`src/rtl/fpu_fpd_seq_if.sv`:
```
// Bundle of the signals around the FPU issue/writeback sequencer.
//
// Signal groups:
//   req*        issue handshake from decode (reqValid/reqReady) plus the micro-op
//               payload: opcode, operand mode, register IDs, operand values and
//               the architectural SR/FPUL/FPSCR sampled at issue.
//   fpu*        drive side toward the FPU datapath (opMode, idMode, regs, values,
//               control inputs) and the FPU result side (fpuValD, fpuRegD,
//               fpuModeD, fpuOut*).
//   wb*         writeback handshake to the register file (wbValid/wbReady) plus
//               the captured result payload.
//   busy        sequencer is not idle.
//
// Handshake rule for both req and wb: a beat transfers on a rising clock edge
// where valid and ready are both high; the payload must be stable while valid
// is high and ready is low, and valid may not be withdrawn until the beat
// transfers.
//
// Modports:
//   slave   the sequencer itself.
//   master  the environment around it (decode, FPU and register file).
interface fpu_fpd_seq_if;
    logic        reqValid;
    logic        reqReady;
    logic [7:0]  reqOp;
    logic [1:0]  reqMode;
    logic [6:0]  reqRegA;
    logic [6:0]  reqRegB;
    logic [6:0]  reqRegC;
    logic [63:0] reqValA;
    logic [63:0] reqValB;
    logic [63:0] reqValC;
    logic [31:0] ctlInSr;
    logic [31:0] ctlInFpul;
    logic [31:0] ctlInFpScr;

    logic [7:0]  fpuOpMode;
    logic [1:0]  fpuIdMode;
    logic [6:0]  fpuRegA;
    logic [6:0]  fpuRegB;
    logic [6:0]  fpuRegC;
    logic [63:0] fpuValA;
    logic [63:0] fpuValB;
    logic [63:0] fpuValC;
    logic [31:0] fpuSr;
    logic [31:0] fpuFpul;
    logic [31:0] fpuFpScr;

    logic [63:0] fpuValD;
    logic [6:0]  fpuRegD;
    logic [1:0]  fpuModeD;
    logic [31:0] fpuOutSr;
    logic [31:0] fpuOutFpul;
    logic [31:0] fpuOutFpScr;

    logic        wbValid;
    logic        wbReady;
    logic [63:0] wbVal;
    logic [6:0]  wbReg;
    logic [1:0]  wbMode;
    logic [31:0] wbSr;
    logic [31:0] wbFpul;
    logic [31:0] wbFpScr;

    logic        busy;

    modport slave (
        input  reqValid, reqOp, reqMode, reqRegA, reqRegB, reqRegC,
               reqValA, reqValB, reqValC, ctlInSr, ctlInFpul, ctlInFpScr,
               fpuValD, fpuRegD, fpuModeD, fpuOutSr, fpuOutFpul, fpuOutFpScr,
               wbReady,
        output reqReady,
               fpuOpMode, fpuIdMode, fpuRegA, fpuRegB, fpuRegC,
               fpuValA, fpuValB, fpuValC, fpuSr, fpuFpul, fpuFpScr,
               wbValid, wbVal, wbReg, wbMode, wbSr, wbFpul, wbFpScr,
               busy
    );

    modport master (
        output reqValid, reqOp, reqMode, reqRegA, reqRegB, reqRegC,
               reqValA, reqValB, reqValC, ctlInSr, ctlInFpul, ctlInFpScr,
               fpuValD, fpuRegD, fpuModeD, fpuOutSr, fpuOutFpul, fpuOutFpScr,
               wbReady,
        input  reqReady,
               fpuOpMode, fpuIdMode, fpuRegA, fpuRegB, fpuRegC,
               fpuValA, fpuValB, fpuValC, fpuSr, fpuFpul, fpuFpScr,
               wbValid, wbVal, wbReg, wbMode, wbSr, wbFpul, wbFpScr,
               busy
    );
endinterface

```
`src/rtl/fpu_fpd_seq.sv`:
```
// Issue/writeback sequencer for the double-precision FPU datapath.
//
// Accepts one FPU micro-op at a time over the req handshake, drives the FPU
// with the latched operands for an opcode-dependent number of cycles, captures
// the FPU result on the last of those cycles and offers it on the wb handshake.
//
// Ports:
//   clk        sole clock, rising edge.
//   reset      asynchronous, active-low reset.
//   bus        fpu_fpd_seq_if.slave: req, fpu and wb signal groups plus busy.
//   state_dbg  current FSM state (0 IDLE, 1 EXEC, 2 WB) for observation.
//
// Parameters LAT_* give the number of EXEC cycles per opcode class (1..15);
// every other opcode takes one cycle.
module fpu_fpd_seq #(
    parameter int LAT_ADD = 2,
    parameter int LAT_MUL = 2,
    parameter int LAT_MAC = 4,
    parameter int LAT_CNV = 2
) (
    input  logic             clk,
    input  logic             reset,
    fpu_fpd_seq_if.slave     bus,
    output logic [1:0]       state_dbg
);
    // Micro-op encoding shared with decode's UCMD_FPU_* table.
    localparam logic [7:0] UCMD_FPU_NONE  = 8'h00;
    localparam logic [7:0] UCMD_FPU_ADD   = 8'h01;
    localparam logic [7:0] UCMD_FPU_SUB   = 8'h02;
    localparam logic [7:0] UCMD_FPU_MUL   = 8'h03;
    localparam logic [7:0] UCMD_FPU_MAC   = 8'h04;
    localparam logic [7:0] UCMD_FPU_MSC   = 8'h05;
    localparam logic [7:0] UCMD_FPU_CNVSI = 8'h06;
    localparam logic [7:0] UCMD_FPU_CNVIS = 8'h07;

    typedef enum logic [1:0] {
        S_IDLE = 2'd0,
        S_EXEC = 2'd1,
        S_WB   = 2'd2
    } state_t;

    state_t      state;
    state_t      state_nxt;
    logic [3:0]  cnt;
    logic        ready;
    logic        accept;
    logic        capture;

    // Operand registers: written only on accept, so decode may change its
    // inputs freely once the op has been taken.
    logic [7:0]  op_q;
    logic [1:0]  mode_q;
    logic [6:0]  reg_a_q;
    logic [6:0]  reg_b_q;
    logic [6:0]  reg_c_q;
    logic [63:0] val_a_q;
    logic [63:0] val_b_q;
    logic [63:0] val_c_q;
    logic [31:0] sr_q;
    logic [31:0] fpul_q;
    logic [31:0] fpscr_q;

    // Writeback registers: written only on the final EXEC cycle.
    logic [63:0] wb_val_q;
    logic [6:0]  wb_reg_q;
    logic [1:0]  wb_mode_q;
    logic [31:0] wb_sr_q;
    logic [31:0] wb_fpul_q;
    logic [31:0] wb_fpscr_q;

    // EXEC cycle count for an opcode; unknown opcodes take one cycle.
    function automatic logic [3:0] op_lat(input logic [7:0] op);
        case (op)
            UCMD_FPU_ADD, UCMD_FPU_SUB:     op_lat = 4'(LAT_ADD);
            UCMD_FPU_MUL:                   op_lat = 4'(LAT_MUL);
            UCMD_FPU_MAC, UCMD_FPU_MSC:     op_lat = 4'(LAT_MAC);
            UCMD_FPU_CNVSI, UCMD_FPU_CNVIS: op_lat = 4'(LAT_CNV);
            default:                        op_lat = 4'd1;
        endcase
    endfunction

    // Next-state and handshake decode. Ready is also raised in WB while the
    // consumer takes the result, so a new op can follow without a bubble.
    always_comb begin
        state_nxt = state;
        ready     = 1'b0;
        accept    = 1'b0;
        capture   = 1'b0;
        case (state)
            S_IDLE: begin
                ready  = 1'b1;
                accept = bus.reqValid;
                if (bus.reqValid) begin
                    state_nxt = S_EXEC;
                end
            end
            S_EXEC: begin
                if (cnt == 4'd0) begin
                    capture   = 1'b1;
                    state_nxt = S_WB;
                end
            end
            S_WB: begin
                if (bus.wbReady) begin
                    ready     = 1'b1;
                    accept    = bus.reqValid;
                    state_nxt = bus.reqValid ? S_EXEC : S_IDLE;
                end
            end
            default: state_nxt = S_IDLE;
        endcase
    end

    always_ff @(posedge clk or negedge reset) begin
        if (!reset) begin
            state <= S_IDLE;
            cnt   <= 4'd0;
        end else begin
            state <= state_nxt;
            if (accept) begin
                cnt <= op_lat(bus.reqOp) - 4'd1;
            end else if (state == S_EXEC && cnt != 4'd0) begin
                cnt <= cnt - 4'd1;
            end
        end
    end

    always_ff @(posedge clk or negedge reset) begin
        if (!reset) begin
            op_q    <= UCMD_FPU_NONE;
            mode_q  <= 2'd0;
            reg_a_q <= 7'd0;
            reg_b_q <= 7'd0;
            reg_c_q <= 7'd0;
            val_a_q <= 64'd0;
            val_b_q <= 64'd0;
            val_c_q <= 64'd0;
            sr_q    <= 32'd0;
            fpul_q  <= 32'd0;
            fpscr_q <= 32'd0;
        end else if (accept) begin
            op_q    <= bus.reqOp;
            mode_q  <= bus.reqMode;
            reg_a_q <= bus.reqRegA;
            reg_b_q <= bus.reqRegB;
            reg_c_q <= bus.reqRegC;
            val_a_q <= bus.reqValA;
            val_b_q <= bus.reqValB;
            val_c_q <= bus.reqValC;
            sr_q    <= bus.ctlInSr;
            fpul_q  <= bus.ctlInFpul;
            fpscr_q <= bus.ctlInFpScr;
        end
    end

    // Intermediate FPU outputs are ignored; only the last EXEC cycle counts.
    always_ff @(posedge clk or negedge reset) begin
        if (!reset) begin
            wb_val_q   <= 64'd0;
            wb_reg_q   <= 7'd0;
            wb_mode_q  <= 2'd0;
            wb_sr_q    <= 32'd0;
            wb_fpul_q  <= 32'd0;
            wb_fpscr_q <= 32'd0;
        end else if (capture) begin
            wb_val_q   <= bus.fpuValD;
            wb_reg_q   <= bus.fpuRegD;
            wb_mode_q  <= bus.fpuModeD;
            wb_sr_q    <= bus.fpuOutSr;
            wb_fpul_q  <= bus.fpuOutFpul;
            wb_fpscr_q <= bus.fpuOutFpScr;
        end
    end

    assign bus.reqReady = ready;

    // The opcode is the only FPU input gated by state: outside EXEC the FPU
    // sees NONE while the operand lines keep their last values.
    assign bus.fpuOpMode = (state == S_EXEC) ? op_q : UCMD_FPU_NONE;
    assign bus.fpuIdMode = mode_q;
    assign bus.fpuRegA   = reg_a_q;
    assign bus.fpuRegB   = reg_b_q;
    assign bus.fpuRegC   = reg_c_q;
    assign bus.fpuValA   = val_a_q;
    assign bus.fpuValB   = val_b_q;
    assign bus.fpuValC   = val_c_q;
    assign bus.fpuSr     = sr_q;
    assign bus.fpuFpul   = fpul_q;
    assign bus.fpuFpScr  = fpscr_q;

    assign bus.wbValid = (state == S_WB);
    assign bus.wbVal   = wb_val_q;
    assign bus.wbReg   = wb_reg_q;
    assign bus.wbMode  = wb_mode_q;
    assign bus.wbSr    = wb_sr_q;
    assign bus.wbFpul  = wb_fpul_q;
    assign bus.wbFpScr = wb_fpscr_q;

    assign bus.busy  = (state != S_IDLE);
    assign state_dbg = state;
endmodule

```
`src/flat_wrapper.sv`:
```
// flat-port wrapper written by rule: the top's interface ports become plain ports
module fpu_fpd_seq_flat 
#(
    parameter int LAT_ADD = 2,
    parameter int LAT_MUL = 2,
    parameter int LAT_MAC = 4,
    parameter int LAT_CNV = 2
)
  (clk, reset, state_dbg, bus_reqValid, bus_reqOp, bus_reqMode, bus_reqRegA, bus_reqRegB, bus_reqRegC, bus_reqValA, bus_reqValB, bus_reqValC, bus_ctlInSr, bus_ctlInFpul, bus_ctlInFpScr, bus_fpuValD, bus_fpuRegD, bus_fpuModeD, bus_fpuOutSr, bus_fpuOutFpul, bus_fpuOutFpScr, bus_wbReady, bus_reqReady, bus_fpuOpMode, bus_fpuIdMode, bus_fpuRegA, bus_fpuRegB, bus_fpuRegC, bus_fpuValA, bus_fpuValB, bus_fpuValC, bus_fpuSr, bus_fpuFpul, bus_fpuFpScr, bus_wbValid, bus_wbVal, bus_wbReg, bus_wbMode, bus_wbSr, bus_wbFpul, bus_wbFpScr, bus_busy);
  fpu_fpd_seq_if bus_i ();
  input  logic clk;
  input  logic reset;
  output logic [1:0] state_dbg;
  input wire logic [$bits(bus_i.reqValid)-1:0] bus_reqValid;
  input wire logic [$bits(bus_i.reqOp)-1:0] bus_reqOp;
  input wire logic [$bits(bus_i.reqMode)-1:0] bus_reqMode;
  input wire logic [$bits(bus_i.reqRegA)-1:0] bus_reqRegA;
  input wire logic [$bits(bus_i.reqRegB)-1:0] bus_reqRegB;
  input wire logic [$bits(bus_i.reqRegC)-1:0] bus_reqRegC;
  input wire logic [$bits(bus_i.reqValA)-1:0] bus_reqValA;
  input wire logic [$bits(bus_i.reqValB)-1:0] bus_reqValB;
  input wire logic [$bits(bus_i.reqValC)-1:0] bus_reqValC;
  input wire logic [$bits(bus_i.ctlInSr)-1:0] bus_ctlInSr;
  input wire logic [$bits(bus_i.ctlInFpul)-1:0] bus_ctlInFpul;
  input wire logic [$bits(bus_i.ctlInFpScr)-1:0] bus_ctlInFpScr;
  input wire logic [$bits(bus_i.fpuValD)-1:0] bus_fpuValD;
  input wire logic [$bits(bus_i.fpuRegD)-1:0] bus_fpuRegD;
  input wire logic [$bits(bus_i.fpuModeD)-1:0] bus_fpuModeD;
  input wire logic [$bits(bus_i.fpuOutSr)-1:0] bus_fpuOutSr;
  input wire logic [$bits(bus_i.fpuOutFpul)-1:0] bus_fpuOutFpul;
  input wire logic [$bits(bus_i.fpuOutFpScr)-1:0] bus_fpuOutFpScr;
  input wire logic [$bits(bus_i.wbReady)-1:0] bus_wbReady;
  output wire logic [$bits(bus_i.reqReady)-1:0] bus_reqReady;
  output wire logic [$bits(bus_i.fpuOpMode)-1:0] bus_fpuOpMode;
  output wire logic [$bits(bus_i.fpuIdMode)-1:0] bus_fpuIdMode;
  output wire logic [$bits(bus_i.fpuRegA)-1:0] bus_fpuRegA;
  output wire logic [$bits(bus_i.fpuRegB)-1:0] bus_fpuRegB;
  output wire logic [$bits(bus_i.fpuRegC)-1:0] bus_fpuRegC;
  output wire logic [$bits(bus_i.fpuValA)-1:0] bus_fpuValA;
  output wire logic [$bits(bus_i.fpuValB)-1:0] bus_fpuValB;
  output wire logic [$bits(bus_i.fpuValC)-1:0] bus_fpuValC;
  output wire logic [$bits(bus_i.fpuSr)-1:0] bus_fpuSr;
  output wire logic [$bits(bus_i.fpuFpul)-1:0] bus_fpuFpul;
  output wire logic [$bits(bus_i.fpuFpScr)-1:0] bus_fpuFpScr;
  output wire logic [$bits(bus_i.wbValid)-1:0] bus_wbValid;
  output wire logic [$bits(bus_i.wbVal)-1:0] bus_wbVal;
  output wire logic [$bits(bus_i.wbReg)-1:0] bus_wbReg;
  output wire logic [$bits(bus_i.wbMode)-1:0] bus_wbMode;
  output wire logic [$bits(bus_i.wbSr)-1:0] bus_wbSr;
  output wire logic [$bits(bus_i.wbFpul)-1:0] bus_wbFpul;
  output wire logic [$bits(bus_i.wbFpScr)-1:0] bus_wbFpScr;
  output wire logic [$bits(bus_i.busy)-1:0] bus_busy;
  assign bus_i.reqValid = bus_reqValid;
  assign bus_i.reqOp = bus_reqOp;
  assign bus_i.reqMode = bus_reqMode;
  assign bus_i.reqRegA = bus_reqRegA;
  assign bus_i.reqRegB = bus_reqRegB;
  assign bus_i.reqRegC = bus_reqRegC;
  assign bus_i.reqValA = bus_reqValA;
  assign bus_i.reqValB = bus_reqValB;
  assign bus_i.reqValC = bus_reqValC;
  assign bus_i.ctlInSr = bus_ctlInSr;
  assign bus_i.ctlInFpul = bus_ctlInFpul;
  assign bus_i.ctlInFpScr = bus_ctlInFpScr;
  assign bus_i.fpuValD = bus_fpuValD;
  assign bus_i.fpuRegD = bus_fpuRegD;
  assign bus_i.fpuModeD = bus_fpuModeD;
  assign bus_i.fpuOutSr = bus_fpuOutSr;
  assign bus_i.fpuOutFpul = bus_fpuOutFpul;
  assign bus_i.fpuOutFpScr = bus_fpuOutFpScr;
  assign bus_i.wbReady = bus_wbReady;
  assign bus_reqReady = bus_i.reqReady;
  assign bus_fpuOpMode = bus_i.fpuOpMode;
  assign bus_fpuIdMode = bus_i.fpuIdMode;
  assign bus_fpuRegA = bus_i.fpuRegA;
  assign bus_fpuRegB = bus_i.fpuRegB;
  assign bus_fpuRegC = bus_i.fpuRegC;
  assign bus_fpuValA = bus_i.fpuValA;
  assign bus_fpuValB = bus_i.fpuValB;
  assign bus_fpuValC = bus_i.fpuValC;
  assign bus_fpuSr = bus_i.fpuSr;
  assign bus_fpuFpul = bus_i.fpuFpul;
  assign bus_fpuFpScr = bus_i.fpuFpScr;
  assign bus_wbValid = bus_i.wbValid;
  assign bus_wbVal = bus_i.wbVal;
  assign bus_wbReg = bus_i.wbReg;
  assign bus_wbMode = bus_i.wbMode;
  assign bus_wbSr = bus_i.wbSr;
  assign bus_wbFpul = bus_i.wbFpul;
  assign bus_wbFpScr = bus_i.wbFpScr;
  assign bus_busy = bus_i.busy;
  fpu_fpd_seq #(.LAT_ADD(LAT_ADD), .LAT_MUL(LAT_MUL), .LAT_MAC(LAT_MAC), .LAT_CNV(LAT_CNV)) u_core (.clk(clk), .reset(reset), .bus(bus_i), .state_dbg(state_dbg));
endmodule
```
`config.mk`:
```
export PLATFORM = sky130hd
export DESIGN_NAME = fpu_fpd_seq_flat
export DESIGN_NICKNAME = d
export VERILOG_FILES = /design/src/rtl/fpu_fpd_seq_if.sv /design/src/rtl/fpu_fpd_seq.sv /design/src/flat_wrapper.sv
export SDC_FILE = /design/constraint.sdc
export NUM_CORES = 1
export LEC_CHECK = 0
export CAP_MARGIN = 15
export CORE_AREA = 2 2 385 387
export DETAILED_ROUTE_END_ITERATION = 8
export DIE_AREA = 0 0 387 389
export GPL_TIMING_DRIVEN = 1
export PLACE_DENSITY_LB_ADDON = 0.05
export SYNTH_ARGS = -nofsm -noshare
export SYNTH_HDL_FRONTEND = slang
export SYNTH_SLANG_ARGS = --single-unit
```
`constraint.sdc`:
```
create_clock -name clk -period 2.16 [get_ports clk]
set_clock_uncertainty 0.05 [all_clocks]
set_input_delay 0.432 -clock clk [delete_from_list [all_inputs] [get_ports clk]]
set_output_delay 0.432 -clock clk [all_outputs]
set_load 0.02 [all_outputs]
```
# == Yosys cells after proc, flatten, opt, wreduce, memory -nomap -nowiden ==
# Index checks and enable logic that the tools add are counted.
# W data, S select, Z words.
# word_totals
in_bits,492
ram_bits,0
memories,0
register_bits,494
latchBits,0
mem_bits_ro,0
wordCells,58
# classes
mul,0
shift,0
bitwise,0
order_cmp,0
n_addsub,2
reduce_logical,9
n_eq_ne,12
muxes,16
n_div,0
# op_table
operator,n
$eq A8 B3 Y1 const B,4
$eq A8 B2 Y1 const B,2
$mux W4,3
$eq A8 B1 Y1 const B,1
$mux W8,1
$sub A4 B1 Y4 const B,2
$mux W2,3
$pmux W2 S3,1
$pmux W3 S2,1
$mux W1,5
$reduce_or A5 Y1,1
$logic_not A4 Y1,1
$ne A2 B2 Y1 const B,2
$pmux W1 S2,2
$reduce_bool A2 Y1,2
$reduce_bool A4 Y1,1
$reduce_and A3 Y1,1
$eq A2 B1 Y1 const B,1
$eq A2 B2 Y1 const B,1
$logic_not A2 Y1,1
$ne A2 B1 Y1 const B,1
$reduce_or A2 Y1,1
$logic_and A1 B1 Y1,1

# == Longest topological paths before layout ==
# depth
depth_word,6
depth_mapped,10
depth_no_buf,8

# == Least setup slack after synthesis ==
# OpenSTA, ideal clock, no wires.
# synth_timing
path_type,register to register
from,"register u_core.state[1], in the netlist u_core.state_dbg[1]"
to,register u_core.cnt[2]
stages_incl_launch_ff,11
t_required_ns,1.984
path_buffers,2
setup_slack_ns,0.070
arrival_ns,1.914
path_cell_list,dfrtp_1 inv_1 o211ai_2 buf_2 buf_2 nor3_1 a21oi_1 ha_1 nor3b_1 xnor2_1 mux2i_1
# synth_between
elab_chain_len,3
elab_cells_between_ends,7
classes_between,2 x eq/ne; 2 x mux; 3 x reduce/logical
# synth_rtl
item,line_no,source
from (decl),fpu_fpd_seq.sv:42,state_t state;
from (signal assigned),fpu_fpd_seq.sv:119,state <= state_nxt;
$eq A2 B2 Y1 (tied with other cells),fpu_fpd_seq.sv:89,case (state)
$pmux W1 S2 / $logic_and A1 B1 Y1 (equally long branches),"fpu_fpd_seq.sv:89, fpu_fpd_seq.sv:122",
$mux W4 / $reduce_bool A2 Y1 (equally long branches),--,
to (signal assigned),fpu_fpd_seq.sv:121,cnt <= op_lat(bus.reqOp) - 4'd1;
to (signal assigned),fpu_fpd_seq.sv:123,cnt <= cnt - 4'd1;
to (decl),fpu_fpd_seq.sv:44,logic [3:0] cnt;
# Parallel ways exist; a longest one is shown, timed or not.
# A chain may end at the register's enable or synchronous reset.

# == Worst setup path after layout ==
# layout_timing
from,"register u_core.fpul_q[26], in the netlist u_core.bus.fpuFpul[26]"
to,output bus_fpuFpul[26]
# layout_lines
item,line_no,source
from (decl),fpu_fpd_seq.sv:60,logic [31:0] fpul_q;
from (signal assigned),fpu_fpd_seq.sv:151,fpul_q <= bus.ctlInFpul;
to (decl),flat_wrapper.sv:43,output wire logic [$bits(bus_i.fpuFpul)-1:0] bus_fpuFpul;
# No word-level cell between the ends.

==> results.toml <==
[min_path]
min_path_type = "in2async"

[yosys]
seq_area_frac_synth_pct = 65.31
synth_cell_type_count = 32
ys_warn_count = 0
synthCells = 1085
yosysTopAreaCell = "dfrtp_1"
ys_ff_latch = 494
syn_nets = 1578
syn_area_mm2 = 0.01893
async_flop_share_pct = 100.0
avgSynthCellArea_um2 = 17.45
synthDominantCellAreaShare_pct = 65.31
synth_edf_count = 0
synth.area.top_cells = "dfrtp_1, mux2_2, mux2_4"
synthFlopType = "dfrtp_1"

[cells_and_area]
post-route-util_pct = 22.81
syn_to_final_growth_pct = 76.65
fillers = 15670
final_nets = 2644
layout_commonest_cell = "clkdlybuf4s50_1"
final_cell_mix = "clkdlybuf4s50_1, dfrtp_1, dlygate4sd2_1, mux2_2, mux2_4"
drive_gt1_share_pct = 30.55
final_cells = 4141

[floorplan]
dieArea_mm2 = 0.1505
dieWidth_um = 387
core_mm2 = 0.1466
num_rows = 141
io_pins = 985
die_y_um = 389
start_util_pct = 12.91

[power]
leakagePower_nw = 14.61
power_mw = 53.63
power_density_mw_per_mm2 = 1604
p_int_mw = 32.92
power.share.sequential_pct = 30.5
combPwrFrac_pct = 47.6
p_clk_share_pct = 21.9
p_sw_share_pct = 38.62
ir_drop_uv = 675.7
p_switching_mw = 20.71

[clock_tree]
cts_buffer_depth = 3
cts.sinks = 494
h-tree-depth = 3
clk_latency_ns = 0.64
cts_tree = "yes"
cts_buffers = 73
cts_root_buf = "clkbuf_16"
path_clk_slew_ns = 0.06

[sta]
layout_setup_ws_ns = 0.08928
worstMarginPinSlew_ns = 0.5099
hold_viol = 0
fmax_mhz = 482.9
hold_slack_ns = 0.2600
rsz0062_at_grt = "yes"
min_period_ns = 2.071
slew_viol_final = 0
setup_violations = 0
fin_crit_sh_pct = 95.87
max_slew_margin_pct = 66.14

[critical_path]
worstPathArrival_ns = 1.59
crit_required_ns = 1.68
cp_max_fo = 2
crit_buf_inv = 1
cp-end-kind = "output port"
crit_family = "buffers and inverters"
crit_type = "reg2out"
start_kind = "flop"
cp_cell_sequence = "clkdlybuf4s50_1"
cpMaxStageDelayCell = "clkdlybuf4s50_1"
cpPeakStageDelay_ns = 0.61

[placed_design]
io_buffer_count = 984
dp_slack_ns = -0.6319
dp_hpwl_mm = 71.66
place_inst = 4004
globalplace.congestion = 0.7224

[routing]
routed_via_density = 3.285
vias = 13602
drc = 0
drt-pass1-iter-count = 4
wl_per_cell_um = 22.21
ant_nets = 0
wl_mm = 91.97
first_iter_violations = 322

[job]
maxCapViolCount = 0

[run_status]
status = "finished, final reports clean"

[grt]
antenna_found_initial = 36
grt_util_all_layers_pct = 11.94
grt_max_degree = 67
grt_pass1_wl_mm = 125.8
grt_pass1_vias = 15192
overflow = 0
==> synth_stat cells (all sizes together) (2+ instances only) <==
cell type,number
a21oi,4
and3,8
buf,54
clkbuf,2
dfrtp,494
inv,4
mux2,487
nand2,5
nor2,4
nor3,5
o21ai,4
==> cells by family (layout without fill, tap and decap cells) <==
logic type / Yosys count / after routing / share of synthesized area [%]
adder cells (fa/ha/maj): 1 / 1 / 0.06609
other: 0 / 11 / 0
AND/OR/NAND/NOR: 28 / 28 / 0.8595
flip-flops: 494 / 494 / 65.31
AO/OA/AOI/OAI: 12 / 12 / 0.4099
buffers and inverters: 60 / 1175 / 2.274
XOR/XNOR: 2 / 2 / 0.09256
multiplexers: 488 / 488 / 30.99
==> power by group through the flow <==
stage                     Combinational [mW]  Sequential (mW)  Clock [mW]
after floorplan                         8.22             22.2           0
after global placement                  29.1             16.6           0
after detailed placement                29.0             16.7           0
after CTS                               26.3             16.4        12.5
after global routing                    27.0             17.0        12.8
final                                   25.5             16.3        11.8
==> area by class of cell <==
cell class | count | area, µm² | area share, %
Tap cell | 1930 | 2415 | 7.222
Clock inverter | 11 | 106.4 | 0.3181
Multi-Input combinational cell | 531 | 6178 | 18.48
Inverter | 4 | 15.01 | 0.04490
Clock buffer | 113 | 2198 | 6.575
Sequential cell | 494 | 12360 | 36.97
Timing Repair Buffer | 1047 | 10130 | 30.31
Antenna cell | 11 | 27.53 | 0.08232
==> repair_timing <==
item | 4_1_cts | 5_1_grt
hold buffers | 1 | 0
endpoints found under the setup margin | 440 | 134
pin swaps | 0 | 0
resized for setup | 471 | 23
setup buffers | 1 | 1
endpoints found under the hold margin | 145 | 0
==> registers in the layout (all words and copies together) (netlist names) <==
name,count
u_core.bus.wbSr,32
u_core.bus.fpuFpScr,32
u_core.bus.fpuRegA,7
u_core.bus.wbFpScr,32
u_core.bus.wbFpul,32
u_core.bus.wbReg,7
u_core.bus.fpuValB,64
u_core.bus.fpuValA,64
u_core.bus.fpuSr,32
u_core.bus.fpuValC,64
u_core.bus.fpuRegC,7
u_core.cnt,4
u_core.bus.wbMode,2
u_core.bus.fpuIdMode,2
u_core.op_q,8
u_core.bus.wbVal,64
u_core.state_dbg,2
u_core.bus.fpuFpul,32
u_core.bus.fpuRegB,7
==> final timing paths <==
path / slack, ns / start / endpoint / cells after the start
max: 0.09 / u_core.bus.fpuFpul[26]$_DFFE_PN0N_ / bus_fpuFpul[26] / 1
min: 0.26 / reset / u_core.bus.fpuValA[16]$_DFFE_PN0N_ / 2
max reg2reg: 0.10 / u_core.state_dbg[1]$_DFFE_PN0P_ / u_core.bus.fpuValB[9]$_DFFE_PN0N_ / 7
min reg2reg: 0.43 / u_core.op_q[2]$_DFFE_PN0N_ / u_core.op_q[2]$_DFFE_PN0N_ / 2
max in group asynchronous: 0.99 / reset / u_core.bus.wbFpScr[21]$_DFFE_PN0P_ / 4
min in group clk: 0.33 / bus_reqValA[40] / u_core.bus.fpuValA[40]$_DFFE_PN0N_ / 2
==> layer usage <==
metal / vias up / GRT usage (%) / routed length, µm
met4: 46 / 4.285 / 2250
li1: 5993 / - / -
met3: 162 / 6.291 / 10140
met5: - / 0 / 279
met2: 618 / 21.22 / 47290
met1: 6783 / 11.77 / 32010
==> metrics by stage <==
| stage | TNS (ns) | area, µm² |
|---|---|---|
| detailed placement | -114.70 | 31500 |
| global placement | -101.37 | 31500 |
| floorplan | 0 | 18930 |
| finish | 0 | 33440 |
| global route | -0.01600 | 33430 |
| CTS | -0.08578 | 33330 |
No activity file was read; power rests on OpenSTA's default activity.
